--- config.mk ---
export PLATFORM = sky130hd
export DESIGN_NAME = ctrl_pipe_hazard
export DESIGN_NICKNAME = d
export VERILOG_FILES = /design/src/rtl/ctrl_pipe_hazard.sv
export SDC_FILE = /design/constraint.sdc
export NUM_CORES = 1
export LEC_CHECK = 0
export CORE_ASPECT_RATIO = 1.25
export CORE_MARGIN = 2
export CORE_UTILIZATION = 50
export DETAILED_ROUTE_END_ITERATION = 6
export PLACE_DENSITY = 0.82
export SYNTH_ARGS = -nofsm -noshare
export SYNTH_HDL_FRONTEND = slang
export SYNTH_SLANG_ARGS = --single-unit
--- constraint.sdc ---
create_clock -name clk -period 5.8 [get_ports clk]
set_clock_uncertainty 0.05 [all_clocks]
set_input_delay 1.16 -clock clk [delete_from_list [all_inputs] [get_ports clk]]
set_output_delay 1.16 -clock clk [all_outputs]
set_load 0.05 [all_outputs]
--- src/rtl/ctrl_pipe_hazard.sv ---
// ctrl_pipe_hazard
//   Takes the decoded control word and register fields from ID and carries
//   them through the EX, MEM and WB control registers. It also does three
//   other jobs:
//   - detects load-use hazards (stall plus bubble) and taken branches (flush),
//   - produces the EX operand forwarding selects,
//   - keeps saturating stall and flush event counters.
//
// Ports
//   clk, rst                  clock, asynchronous active-high reset
//   id_*                      decoded instruction currently in ID
//   ex_zero                   ALU zero flag of the instruction in EX
//   stall, flush              hold PC and IF/ID / squash IF/ID
//   ex_alu_src, ex_alu_op,
//   ex_rs, ex_rt              EX control and operand addresses
//   fwd_a, fwd_b              2'b00 regfile, 2'b10 MEM result, 2'b01 WB result
//   mem_read, mem_write       MEM-stage control
//   wb_reg_write,
//   wb_mem_to_reg, wb_dest    write-back control
//   stall_cnt, flush_cnt      saturating event counters
module ctrl_pipe_hazard #(
  parameter int RA_W  = 5,
  parameter int AOP_W = 3,
  parameter int CNT_W = 16
) (
  input  logic             clk,
  input  logic             rst,
  input  logic             id_valid,
  input  logic             id_reg_dst,
  input  logic             id_alu_src,
  input  logic             id_mem_to_reg,
  input  logic             id_reg_write,
  input  logic             id_mem_read,
  input  logic             id_mem_write,
  input  logic             id_branch,
  input  logic [AOP_W-1:0] id_alu_op,
  input  logic [RA_W-1:0]  id_rs,
  input  logic [RA_W-1:0]  id_rt,
  input  logic [RA_W-1:0]  id_rd,
  input  logic             ex_zero,
  output logic             stall,
  output logic             flush,
  output logic             ex_alu_src,
  output logic [AOP_W-1:0] ex_alu_op,
  output logic [RA_W-1:0]  ex_rs,
  output logic [RA_W-1:0]  ex_rt,
  output logic [1:0]       fwd_a,
  output logic [1:0]       fwd_b,
  output logic             mem_read,
  output logic             mem_write,
  output logic             wb_reg_write,
  output logic             wb_mem_to_reg,
  output logic [RA_W-1:0]  wb_dest,
  output logic [CNT_W-1:0] stall_cnt,
  output logic [CNT_W-1:0] flush_cnt
);

  // EX stage registers
  logic             exValid, exRegWrite, exMemToReg, exMemRead, exMemWrite;
  logic             exBranch, exAluSrc;
  logic [AOP_W-1:0] exAluOp;
  logic [RA_W-1:0]  exRs, exRt, exDest;
  // MEM stage registers
  logic             memValid, memRegWrite, memMemToReg, memMemRead, memMemWrite;
  logic [RA_W-1:0]  memDest;
  // WB stage registers
  logic             wbValid, wbRegWrite, wbMemToReg;
  logic [RA_W-1:0]  wbDest;
  // Counters
  logic [CNT_W-1:0] stallCnt, flushCnt;

  logic            rtUsed, loadUse, taken, exBubble;
  logic [RA_W-1:0] idDest;

  assign idDest = id_reg_dst ? id_rd : id_rt;
  assign rtUsed = !id_alu_src | id_mem_write | id_branch;

  assign loadUse = id_valid & exValid & exMemRead & (exDest != '0)
                 & ((exDest == id_rs) | (rtUsed & (exDest == id_rt)));
  assign taken   = exValid & exBranch & ex_zero;

  // A taken branch squashes the stalled consumer anyway, so flush wins.
  assign flush    = taken;
  assign stall    = loadUse & !taken;
  assign exBubble = loadUse | taken | !id_valid;

  always_ff @(posedge clk or posedge rst) begin
    if (rst) begin
      exValid     <= 1'b0;
      exRegWrite  <= 1'b0;
      exMemToReg  <= 1'b0;
      exMemRead   <= 1'b0;
      exMemWrite  <= 1'b0;
      exBranch    <= 1'b0;
      exAluSrc    <= 1'b0;
      exAluOp     <= '0;
      exRs        <= '0;
      exRt        <= '0;
      exDest      <= '0;
      memValid    <= 1'b0;
      memRegWrite <= 1'b0;
      memMemToReg <= 1'b0;
      memMemRead  <= 1'b0;
      memMemWrite <= 1'b0;
      memDest     <= '0;
      wbValid     <= 1'b0;
      wbRegWrite  <= 1'b0;
      wbMemToReg  <= 1'b0;
      wbDest      <= '0;
      stallCnt    <= '0;
      flushCnt    <= '0;
    end else begin
      // Bubbles load all-zero fields, so a bubble never matches a forwarding source.
      if (exBubble) begin
        exValid    <= 1'b0;
        exRegWrite <= 1'b0;
        exMemToReg <= 1'b0;
        exMemRead  <= 1'b0;
        exMemWrite <= 1'b0;
        exBranch   <= 1'b0;
        exAluSrc   <= 1'b0;
        exAluOp    <= '0;
        exRs       <= '0;
        exRt       <= '0;
        exDest     <= '0;
      end else begin
        exValid    <= 1'b1;
        exRegWrite <= id_reg_write;
        exMemToReg <= id_mem_to_reg;
        exMemRead  <= id_mem_read;
        exMemWrite <= id_mem_write;
        exBranch   <= id_branch;
        exAluSrc   <= id_alu_src;
        exAluOp    <= id_alu_op;
        exRs       <= id_rs;
        exRt       <= id_rt;
        exDest     <= idDest;
      end

      // The branch in EX itself always moves on to MEM.
      memValid    <= exValid;
      memRegWrite <= exRegWrite;
      memMemToReg <= exMemToReg;
      memMemRead  <= exMemRead;
      memMemWrite <= exMemWrite;
      memDest     <= exDest;

      wbValid     <= memValid;
      wbRegWrite  <= memRegWrite;
      wbMemToReg  <= memMemToReg;
      wbDest      <= memDest;

      if (stall && (stallCnt != '1)) stallCnt <= stallCnt + CNT_W'(1);
      if (flush && (flushCnt != '1)) flushCnt <= flushCnt + CNT_W'(1);
    end
  end

  // Forwarding: the younger MEM result takes priority over WB.
  always_comb begin
    fwd_a = 2'b00;
    fwd_b = 2'b00;
    if (memValid && memRegWrite && (memDest != '0) && (memDest == exRs))
      fwd_a = 2'b10;
    else if (wbValid && wbRegWrite && (wbDest != '0) && (wbDest == exRs))
      fwd_a = 2'b01;
    if (memValid && memRegWrite && (memDest != '0) && (memDest == exRt))
      fwd_b = 2'b10;
    else if (wbValid && wbRegWrite && (wbDest != '0) && (wbDest == exRt))
      fwd_b = 2'b01;
  end

  // Stage outputs are qualified by valid so a bubble drives zeros.
  assign ex_alu_src    = exValid & exAluSrc;
  assign ex_alu_op     = exValid ? exAluOp : '0;
  assign ex_rs         = exValid ? exRs : '0;
  assign ex_rt         = exValid ? exRt : '0;
  assign mem_read      = memValid & memMemRead;
  assign mem_write     = memValid & memMemWrite;
  assign wb_reg_write  = wbValid & wbRegWrite & (wbDest != '0);
  assign wb_mem_to_reg = wbValid & wbMemToReg;
  assign wb_dest       = wbValid ? wbDest : '0;
  assign stall_cnt     = stallCnt;
  assign flush_cnt     = flushCnt;

endmodule

* After elaboration in Yosys (flattened, before gate mapping) *
Index checks and enable logic that the tools add are counted.

word-level totals
  register bits = 75
  input port bits = 29
  output and inout port bits = 61
  word-level logic and storage cells = 88

cells by class
  $add $sub $neg = 2
  equal/unequal tests = 8
  multiplexer cells = 20
  bitwise gates (word level) = 19
  reduce and logical (&&, ||, !) cells = 16

operator list
  operator                 number
  $mux W5                  7
  $add A16 B1 Y16 const B  2
  $ne A16 B16 Y1 const B   2
  $eq A5 B5 Y1             6
  $reduce_bool A5 Y1       3
  $and A1 B1 Y1            14
  $logic_and A1 B1 Y1      10
  $mux W1                  9
  $mux W3                  2
  $or A1 B1 Y1             5
  $mux W2                  2
  $logic_not A1 Y1         3

* Longest topological paths before layout *
  word-level depth = 9
  depth in mapped cells = 6
  gate-level depth less buffers = 6

* Least setup slack after synthesis *
Ideal clock, no wire load.

  path kind = reg2out
  start = register memDest[1]
  end = output port fwd_a[0]
  arrival time = 2.981 ns
  required time = 4.590 ns
  setup slack = 1.609 ns
  cell stages (with the launch flop) = 5
  buffers on the path = 0
  cells stage by stage = dfrtp_1 -> or4_1 -> o211ai_1 -> nor4_1 -> nor4_1

on the way
  cells in the longest elaborated chain, start to end = 4
  elaborated cells between the ends (all ways) = 5
  classes of those cells = 1 x eq/ne; 1 x mux; 3 x reduce/logical

RTL lines
  what                     line  text
  start, declared          65    logic [RA_W-1:0] memDest;
  start signal, assigned   146   memDest <= exDest;
  $reduce_bool A5 Y1       162   if (memValid && memRegWrite && (memDest != '0) && (memDest == exRs))
  $logic_and A1 B1 Y1      162
  $logic_and A1 B1 Y1 (*)  162
  $mux W2 (*)              162
  end, declared            47    output logic [1:0] fwd_a,

Every way passes the cells marked *; elsewhere a longest branch is shown, timed or not.

* Final worst setup path *
  start = input port id_rt[0]
  end = output port stall

on the way
  cells in the longest elaborated chain, start to end = 5

RTL lines
  what             line  text
  start, declared  38    input logic [RA_W-1:0] id_rt,
  $eq A5 B5 Y1     79    & ((exDest == id_rs) | (rtUsed & (exDest == id_rt)));
  $and A1 B1 Y1    79
  $or A1 B1 Y1     79
  $and A1 B1 Y1    79
  $and A1 B1 Y1    84    assign stall = loadUse & !taken;
  end, declared    41    output logic stall,

Every way passes these cells.

==> results.md <==
- Status: finished clean
- Die width: 78.4 um
- Post-CTS Hold Buffers: 0
- Final WL: between 7 and 8 mm
- Core ar.: between 6000 and 7000 sq um
- CP max FO: 17
- Routed vias/inst: between 5 and 6
- CP cell instances: clkdlybuf4s50_1, xnor2_1, o21ai_0, o22ai_2, buf_4, and3_1, clkdlybuf4s50_1
- RSZ-0062 raised after global routing: no
- WP data required: between 4 and 5 ns
- WL/cell: ~15 um
- Root buffer cell: clkbuf_8
- Synth Area in Adders: 0.724%
- Skew-Pair Late Insertion Delay: 0.34 ns
- Worst path top cell family by delay: buffers and inverters
- Detailed Route Iter0 Violations: between 150 and 200
- Slowest CP cell: clkdlybuf4s50_1
- Flop pwr share: between 40% and 50%
- DP HPWL: 5.42 mm
- Clock Power Share: 36.0%
- Layout cells sized above 1: roughly 6.8%
- Largest family of logic cells by synthesized area: simple AND/OR/NAND/NOR gates
- Synth Net Count: 332
- Hold Crit Class: reg2reg
- Area grow syn2layout: 35.1%
- Router iterations before antenna repair: 4
- Worst path most repeated cell: clkdlybuf4s50_1
- Metal3 WL: slightly below 400 um
- CTS Buf Count: 9
- Final setup viols: 0
- Max Freq: roughly 0.22 GHz
- Worst-path clk slew: approximately 0.07 ns
- Crit share post-route: between 70% and 80%
- Design Area, Final: between 4000 and 5000 sq um
- Reg-to-reg endpoint: flush_cnt[15]
- Ports: 90
- Distinct cell type count after synthesis: 35
- Sequential-to-total area share from yosys stat: 54.3%
- Total congestion overflow: 0
- Fin Setup TNS: 0 ns
- Critical Path Start: id_rt[0]
- Gate power share: about 18%
- Max incr delay on CP: ~0.80 ns
- Die Height: between 90 and 100 um
- # diodes: 0
- Port Buf Inserts: 89
- Largest net degree at the start of global routing: 76
- ANT nets after route: 0
- Reg2reg start: exValid
- H-tree depth: 3
- Slew Viols, Final: 0
- Flops & latches, synth: 75
- Initial antenna violation count: 0
- First-pass GRT wire length: around 12 mm
- Routed met1 length: about 3.2 mm
- Post-CTS resize count: 0
- Internal power: 0.000924 W
- DR vias: roughly 2,600
- Slew @ Worst Pin: roughly 0.91 ns
- Switching share of total power: ~28%
- CP Capture Type: output pin
- DP Area: roughly 4400 sq um
- Final Hold Viols: 0
- GR Util All Layers: between 20% and 30%
- VDD IR max: between 150 and 200 uV
- Global placement routability congestion: a little over 0.9
- Critical Path Sink: stall
- Core Rows: 33
- Full die area: about 7600 sq um
- Mux contribution to synthesized area: 2.42%
- WS Path Type: in2out
- Psw: about 0.00035 W
- CP Depth: 7
- Worst setup SP type: primary input
- # nets final: between 400 and 500
- Simple-gate share of the synthesized area: about 23%
- Postcts setup bufs: 0
- Synth Cell Area: between 3000 and 4000 sq um
- Vias in the first global route: approximately 2,600
- Largest buffer count on any clock path: 2
- Synth Area in Compound Gates: around 3.0%
- Syn_area_per_cell: approximately 11 sq um
- Drt drc: 0
- Power per cell area: between 200 and 300 nW/um^2
- Slew headroom: 39.5%
- Met2 wire len: ~3.7 mm
- R2R depth: 5
- Max Cap Viol: 0
- Period minus WS final: ~4.6 ns
- Post-synthesis cell count: about 300
- Leak pwr: approximately 2.0 nW
- Max Used Layer: met4
- TritonCTS clock tree: built
- Worst EP arrival: about 3.4 ns
- CTS Sinks: 75
- Synth Area in XOR/XNOR: around 15%
- YS warnings: 0
- R2R setup slack: about 3.5 ns
- Bufs and invs on worst path: 3
- Initial Util: 52.0%
-- per-layer routing --
layer,GRT usage [%],up-vias
met5,0,-
met4,9.99,0
li1,-,1226
met1,26.6,1258
met2,34.4,101
met3,4.48,20
-- Yosys cell counts --
master,n,share of area [%]
dfrtp_1,75,54
xnor2_1,48,12
and2_1,42,7.6
nand4_1,20,3.6
nand3_1,19,2.8
nand2_1,14,1.5
xor2_1,11,2.8
nor4_1,9,1.6
and3_1,8,1.4
nor2_1,6,0.65
mux2i_1,5,1.4
nor2b_1,5,0.90
inv_1,4,0.43
nor3_1,4,0.58
clkbuf_1,3,0.33
mux2_2,3,0.98
and4_1,2,0.51
buf_4,2,0.43
ha_1,2,0.72
nand2b_1,2,0.36
o211ai_1,2,0.43
or4_1,2,0.43
a2111oi_4,1,0.80
a21oi_4,1,0.47
a31oi_1,1,0.18
and4b_1,1,0.29
buf_1,1,0.11
buf_2,1,0.14
inv_2,1,0.11
nand4b_1,1,0.25
o211ai_4,1,0.62
o21ai_0,1,0.14
o22ai_2,1,0.36
or3_1,1,0.18
or4_4,1,0.33
-- how the worst min path moves through the flow --
stage | start | cells after the start | end
after global routing | exMemToReg | 0 | memMemToReg
after detailed placement | memMemToReg | 0 | wbMemToReg
after global placement | exMemToReg | 0 | memMemToReg
after CTS | exMemWrite | 0 | memMemWrite
after floorplan | exMemToReg | 0 | memMemToReg
final | exMemToReg | 0 | memMemToReg
-- registers in the layout, summed over array words and instances (netlist names), 3 cells and up --
name and flops:
exRt 5, exRs 5, exDest 5, wbDest 5, exAluOp 3, stall_cnt 16
memDest 5, flush_cnt 16
-- power groups by stage --
stage | combinational, W | sequential [W] | clock (W)
after global routing | 0.000242 | 0.000596 | 0.000492
after global placement | 0.000227 | 0.000599 | 0
after CTS | 0.000229 | 0.000591 | 0.000470
final | 0.000227 | 0.000591 | 0.000459
after detailed placement | 0.000228 | 0.000601 | 0
after floorplan | 0.000106 | 0.000638 | 0
-- cell type report --
class | count | area (sq um)
fill | 471 | 1980
sequential | 75 | 1880
multi-input combinational | 214 | 1530
timing repair buffer | 91 | 906
clock buffer | 12 | 165
tap | 87 | 109
clock inverter | 3 | 68.8
inverter | 5 | 18.8
-- through the flow --
| stage | std cells | utilization, % | hold WS (ns) | power (W) | worst slack (ns) |
|---|---|---|---|---|---|
| 6_report | 487 | 70.3 | 0.297 | 0.00128 | 1.23 |
| 4_1_cts | 487 | 70.3 | 0.299 | 0.00129 | 1.23 |
| 3_3_place_gp | 472 | 66.7 | 0.282 | 0.000826 | 1.29 |
| 3_5_place_dp | 472 | 66.7 | 0.288 | 0.000829 | 1.22 |
| 5_1_grt | 487 | 70.3 | 0.301 | 0.00133 | 1.12 |
| 2_1_floorplan | 301 | - | 0.281 | 0.000744 | 1.61 |
-- layout by cell type, fill, tap and decap left out, types with 2 or more instances in the layout --
cell type and instances:
clkdlybuf4s50_1 89, dfrtp_1 75, xnor2_1 48, and2_1 42, nand4_1 20, nand3_1 19
nand2_1 14, clkbuf_8 12, xor2_1 11, nor4_1 9, and3_1 8, nor2_1 6
mux2i_1 5, nor2b_1 5, nor3_1 4, inv_1 3, mux2_2 3, and4_1 2
nand2b_1 2, inv_2 2, or4_1 2, o211ai_1 2, ha_1 2, bufinv_16 2
buf_4 2
-- cells by family after synthesis --
group / count (synthesis)
fa+ha+maj: 2
xor+xnor: 59
flops: 75
simple gates: 137
compound gates: 8
mux: 8
buf+inv: 12
(Power assumes the default switching activity.)
